[config.mk]
export PLATFORM = sky130hd
export DESIGN_NAME = decimal_entry_controller
export DESIGN_NICKNAME = d
export VERILOG_FILES = /design/src/rtl/decimal_entry_controller.sv
export SDC_FILE = /design/constraint.sdc
export NUM_CORES = 1
export LEC_CHECK = 0
export ABC_AREA = 1
export CAP_MARGIN = 20
export CORE_AREA = 2 2 81 60
export DETAILED_ROUTE_END_ITERATION = 12
export DIE_AREA = 0 0 83 62
export PLACE_DENSITY = 0.72
export SLEW_MARGIN = 10
export SYNTH_ARGS = -nofsm -noshare
export SYNTH_HDL_FRONTEND = slang
export SYNTH_SLANG_ARGS = --single-unit
[constraint.sdc]
create_clock -name clk -period 2.9 [get_ports clk]
set_clock_uncertainty 0.05 [all_clocks]
set_input_delay 0.58 -clock clk [delete_from_list [all_inputs] [get_ports clk]]
set_output_delay 0.58 -clock clk [all_outputs]
set_load 0.1 [all_outputs]
[src/rtl/decimal_entry_controller.sv]
// ---------------------------------------------------------------------------
// decimal_entry_controller
//
// Purpose:
//   Three-button entry of a decimal number 0..999 one digit at a time
//   (hundreds, tens, ones). The completed entry is published as an 8-bit
//   binary value. Entries above 255 saturate to 255 and raise overflow.
//
// Ports:
//   clk          in   1  system clock, rising edge
//   rst_n        in   1  asynchronous active-low reset
//   btn_inc      in   1  level button, each press advances the edited digit
//   btn_next     in   1  level button, each press confirms the edited digit
//   btn_clear    in   1  level button, each press abandons the entry
//   cur_digit    out  4  BCD digit being edited (0..9)
//   digit_idx    out  2  0 hundreds, 1 tens, 2 ones, 3 done
//   value        out  8  last completed entry, binary
//   value_valid  out  1  one-cycle pulse when value updates
//   overflow     out  1  last completed entry exceeded 255
//
// Build option:
//   INPUT_SYNC_EN  when defined, each button passes through a two-flop
//                  synchronizer before press detection (+2 cycles latency).
// ---------------------------------------------------------------------------
module decimal_entry_controller (
  input  logic       clk,
  input  logic       rst_n,
  input  logic       btn_inc,
  input  logic       btn_next,
  input  logic       btn_clear,
  output logic [3:0] cur_digit,
  output logic [1:0] digit_idx,
  output logic [7:0] value,
  output logic       value_valid,
  output logic       overflow
);

  typedef enum logic [1:0] {
    ST_H    = 2'd0,
    ST_T    = 2'd1,
    ST_O    = 2'd2,
    ST_DONE = 2'd3
  } state_t;

  state_t     state, state_nxt;
  logic [3:0] hundreds, tens;
  logic [3:0] hundreds_nxt, tens_nxt, cur_digit_nxt;
  logic [7:0] value_nxt;
  logic       valid_nxt, overflow_nxt;

  logic       inc_s, next_s, clear_s;
  logic       inc_prev, next_prev, clear_prev;
  logic       inc_press, next_press, clear_press;
  logic [9:0] sum;

`ifdef INPUT_SYNC_EN
  // Two-flop synchronizer per button, ordered {clear, next, inc}.
  logic [2:0] sync_1, sync_2;

  always_ff @(posedge clk or negedge rst_n) begin
    if (!rst_n) begin
      sync_1 <= '0;
      sync_2 <= '0;
    end else begin
      sync_1 <= {btn_clear, btn_next, btn_inc};
      sync_2 <= sync_1;
    end
  end

  assign {clear_s, next_s, inc_s} = sync_2;
`else
  assign {clear_s, next_s, inc_s} = {btn_clear, btn_next, btn_inc};
`endif

  // Rising-edge detection: a held button yields one press only.
  assign inc_press   = inc_s   & ~inc_prev;
  assign next_press  = next_s  & ~next_prev;
  assign clear_press = clear_s & ~clear_prev;

  // 10 bits hold the largest entry 999 without wrapping.
  assign sum = ({6'd0, hundreds} * 10'd100) + ({6'd0, tens} * 10'd10)
             + {6'd0, cur_digit};

  assign digit_idx = state;

  always_ff @(posedge clk or negedge rst_n) begin
    if (!rst_n) begin
      state       <= ST_H;
      cur_digit   <= '0;
      hundreds    <= '0;
      tens        <= '0;
      value       <= '0;
      value_valid <= 1'b0;
      overflow    <= 1'b0;
      inc_prev    <= 1'b0;
      next_prev   <= 1'b0;
      clear_prev  <= 1'b0;
    end else begin
      state       <= state_nxt;
      cur_digit   <= cur_digit_nxt;
      hundreds    <= hundreds_nxt;
      tens        <= tens_nxt;
      value       <= value_nxt;
      value_valid <= valid_nxt;
      overflow    <= overflow_nxt;
      inc_prev    <= inc_s;
      next_prev   <= next_s;
      clear_prev  <= clear_s;
    end
  end

  // Priority clear > next > inc; lower-priority presses in the same cycle
  // are simply dropped.
  always_comb begin
    state_nxt     = state;
    cur_digit_nxt = cur_digit;
    hundreds_nxt  = hundreds;
    tens_nxt      = tens;
    value_nxt     = value;
    valid_nxt     = 1'b0;
    overflow_nxt  = overflow;

    if (clear_press) begin
      state_nxt     = ST_H;
      cur_digit_nxt = '0;
      hundreds_nxt  = '0;
      tens_nxt      = '0;
      overflow_nxt  = 1'b0;
    end else if (next_press) begin
      case (state)
        ST_H: begin
          hundreds_nxt  = cur_digit;
          cur_digit_nxt = '0;
          state_nxt     = ST_T;
        end
        ST_T: begin
          tens_nxt      = cur_digit;
          cur_digit_nxt = '0;
          state_nxt     = ST_O;
        end
        ST_O: begin
          state_nxt = ST_DONE;
          valid_nxt = 1'b1;
          if (sum <= 10'd255) begin
            value_nxt    = sum[7:0];
            overflow_nxt = 1'b0;
          end else begin
            value_nxt    = 8'd255;
            overflow_nxt = 1'b1;
          end
        end
        default: begin
          state_nxt     = ST_H;
          cur_digit_nxt = '0;
          hundreds_nxt  = '0;
          tens_nxt      = '0;
          overflow_nxt  = 1'b0;
        end
      endcase
    end else if (inc_press && state != ST_DONE) begin
      cur_digit_nxt = (cur_digit == 4'd9) ? 4'd0 : cur_digit + 4'd1;
    end
  end

endmodule

==> flow_metrics.tcl <==
set metrics [dict create \
    ys_top_cells_by_area "dfrtp_1 33%, ha_1 18%, nand2_1 9.7%" \
    cts_tree "built" \
    initial_core_util 0.454 \
    cts_hold_buf 0 \
    swShare 0.547 \
    die_w_um 83 \
    core_area_um2 4490 \
    ff_latch_area_um2 677 \
    period_minus_slack_ps 2890 \
    startpoint_type "register" \
    p_seq_frac 0.265 \
    ys_types 32 \
    synth_seq_cells 27 \
    p_int_uw 937 \
    drt-wirelength-per-cell_um 12.0 \
    drt.antenna.violating_nets 0 \
    irDropWorstVdd_mv 0.698 \
    vias_per_cell 4.88 \
    cts.sinks 27 \
    gr-total-overflow 0 \
    synth_top_cell_by_area "dfrtp_1" \
    grt_max_degree 28 \
    routed-via-count 1654 \
    drt_iter0_drc 52 \
    fmax_mhz 346 \
    power_frac_clock 0.104 \
    maxSlewViolCount 0 \
    grt_antenna_before_repair 0 \
    die_height_um 62 \
    num-nets-final 322 \
    setup_viol 0 \
    dpl.hpwl_um 3150 \
    worst_skew_pair.late_latency_ps 280 \
    diodes 0 \
    routed_wirelength_um 4080 \
    finish.utilization 0.563 \
    synth_area_um2 2040 \
    syn_nets 284 \
    p_sw_uw 1130 \
    end_kind "register" \
    numCtsBuffers 3 \
    area_growth_pct 23.9 \
    maxCapViolations 0 \
    yosysTopAreaCellShare 0.331 \
    tightest_slew_ps 602 \
    grt_pass1_wl_um 6750 \
    ys_seq_area_frac 0.331 \
    clk_pin_slew_ps 100 \
    avgSynthCellArea_um2 8.33 \
    cts_htree_levels 1 \
    dpl_cell_area_um2 2350 \
    multi_input_area_um2 1300 \
    drive_above_1_share 0.241 \
    hold_class "reg -> reg" \
    io_pins 21 \
    arrival_ps 2990 \
    port_buffers 20 \
    dieArea_um2 5150 \
    post-route-drc-count 0 \
    pwr-share-comb 0.630 \
    postSynthCellCount 245 \
    rows 21 \
    final-hold-violation-count 0 \
    hold_slack_ps 473 \
    drt_first_pass_iters 5 \
    cts_buffer_depth 2 \
    place_congestion 0.753 \
    rsz0062_at_grt "true" \
    track_usage 0.166 \
    timing.slew.headroom 0.594 \
    crit_fanout 8 \
    yosys_warnings 0 \
    final_cell_area_um2 2530 \
    powerDensity_nw_per_um2 818 \
    root_buffer "clkbuf_8" \
    p_leak_uw 0.00130 \
    crit_type "reg -> reg" \
    min_period_over_period 0.997 \
    outcome "complete, no violations" \
    fillers 413 \
    worstPathRequired_ps 3000 \
    grt_pass1_vias 1470 \
]
==> worst max-delay path, stage by stage (launching register included) <==
cell	delay, ps
dfrtp_1	400
ha_1	310
ha_2	200
fa_2	340
xor2_1	150
ha_1	320
ha_4	250
nand2_1	60
nand2_1	70
a21oi_2	160
nand3_1	140
nand2_4	150
nand2_4	60
nand2_1	50
nand2_1	50
==> cells by family (layout without fill, tap and decap cells) <==
logic type,after synthesis,count (layout),synth area share
fa+ha+maj,34,34,0.227
buf+inv,45,82,0.0865
compound gates,25,25,0.0834
simple gates,112,112,0.264
flops,27,27,0.331
xor+xnor,2,2,0.00859
==> sequential cells by signal, indices dropped and copies added (netlist names) <==
signal,flops
digit_idx,2
tens,4
overflow,1
value_valid,1
value,8
hundreds,4
cur_digit,4
next_prev,1
inc_prev,1
clear_prev,1
==> through the flow <==
stage | total power, uW | TNS (ps) | setup slack (ps) | std cells
floorplan | 1510 | 0 | 26.3 | 245
global placement | 1790 | -689 | -96.7 | 333
detailed placement | 1800 | -1200 | -160 | 333
CTS | 2040 | 0 | 3.64 | 338
global route | 2210 | -1150 | -145 | 339
finish | 2070 | 0 | 9.47 | 339
==> final timing paths <==
check / endpoint / start / cells past startpoint / slack [ps]
min in group asynchronous: digit_idx[0] / rst_n / 2 / 620
min reg2reg: value[7] / value[7] / 2 / 470
max reg2reg: overflow / tens[1] / 14 / 9
min: value[7] / value[7] / 2 / 470
max: overflow / tens[1] / 14 / 9
max in group asynchronous: cur_digit[2] / rst_n / 2 / 1910
==> placed cells by master, fill, tap and decap left out, types with 2 or more instances in the layout <==
| cell type | Yosys | routed |
|---|---|---|
| ha_4 | 0 | 5 |
| nor3_1 | 3 | 3 |
| a21oi_2 | 1 | 2 |
| or2_1 | 3 | 3 |
| nand3_2 | 0 | 4 |
| nor2_1 | 16 | 16 |
| inv_1 | 42 | 39 |
| ha_2 | 0 | 2 |
| o21ai_0 | 4 | 4 |
| nand2_4 | 3 | 5 |
| clkbuf_8 | 0 | 3 |
| inv_2 | 2 | 4 |
| buf_4 | 0 | 30 |
| fa_1 | 5 | 4 |
| nand3_1 | 20 | 16 |
| nand2_2 | 2 | 3 |
| a21oi_1 | 11 | 10 |
| nor3b_1 | 2 | 2 |
| or2_0 | 4 | 4 |
| o22ai_1 | 4 | 4 |
| clkdlybuf4s50_1 | 0 | 4 |
| nand2_1 | 53 | 50 |
| dfrtp_1 | 27 | 26 |
| ha_1 | 29 | 22 |
==> cell type report <==
class	instances	area share
Timing Repair Buffer	34	0.105
Inverter	44	0.0663
Clock inverter	1	0.00198
Sequential cell	27	0.268
Multi-Input combinational cell	173	0.514
Clock buffer	3	0.0163
Tap cell	57	0.0282
==> timing repair <==
| action | 4_1_cts | 5_1_grt |
|---|---|---|
| endpoints found under the hold margin | 0 | 0 |
| pin swaps | 6 | 14 |
| buffers inserted | 1 | 1 |
| gates resized for setup | 6 | 16 |
| setup endpoints to repair | 9 | 9 |
| cloned | 0 | 0 |
==> synth_stat cells <==
master / n
o311ai_0: 1
and2_1: 1
o31ai_1: 1
nor3b_1: 2
nand3_1: 20
nor3b_2: 1
or2_0: 4
nand2_2: 2
nor3_1: 3
nand2_4: 3
a21oi_2: 1
nand4_4: 1
inv_1: 42
nor2_1: 16
o21ai_0: 4
ha_1: 29
o22ai_1: 4
xor2_1: 1
or2_2: 1
nor2_2: 1
a21oi_1: 11
dfrtp_1: 27
inv_2: 2
nand2_1: 53
fa_1: 5
xnor2_1: 1
a21boi_0: 1
nand4_1: 1
or2_1: 3
o21ai_4: 1
o31ai_4: 1
buf_6: 1
==> layer usage <==
metal / wire length, um / GRT usage / vias to the layer above
met5: 0 / 0 / -
met4: 0 / 0.0141 / 0
met3: 185 / 0.0383 / 0
met2: 1760 / 0.267 / 38
met1: 2140 / 0.240 / 757
li1: - / - / 859
==> power groups by stage <==
stage | Combinational, uW | Clock [uW] | Sequential, uW
after floorplan | 388 | 0 | 1130
after global placement | 1240 | 0 | 553
after detailed placement | 1240 | 0 | 558
after CTS | 1270 | 221 | 550
after global routing | 1400 | 239 | 566
final | 1300 | 216 | 548
Power figures use the tool's default switching activity.
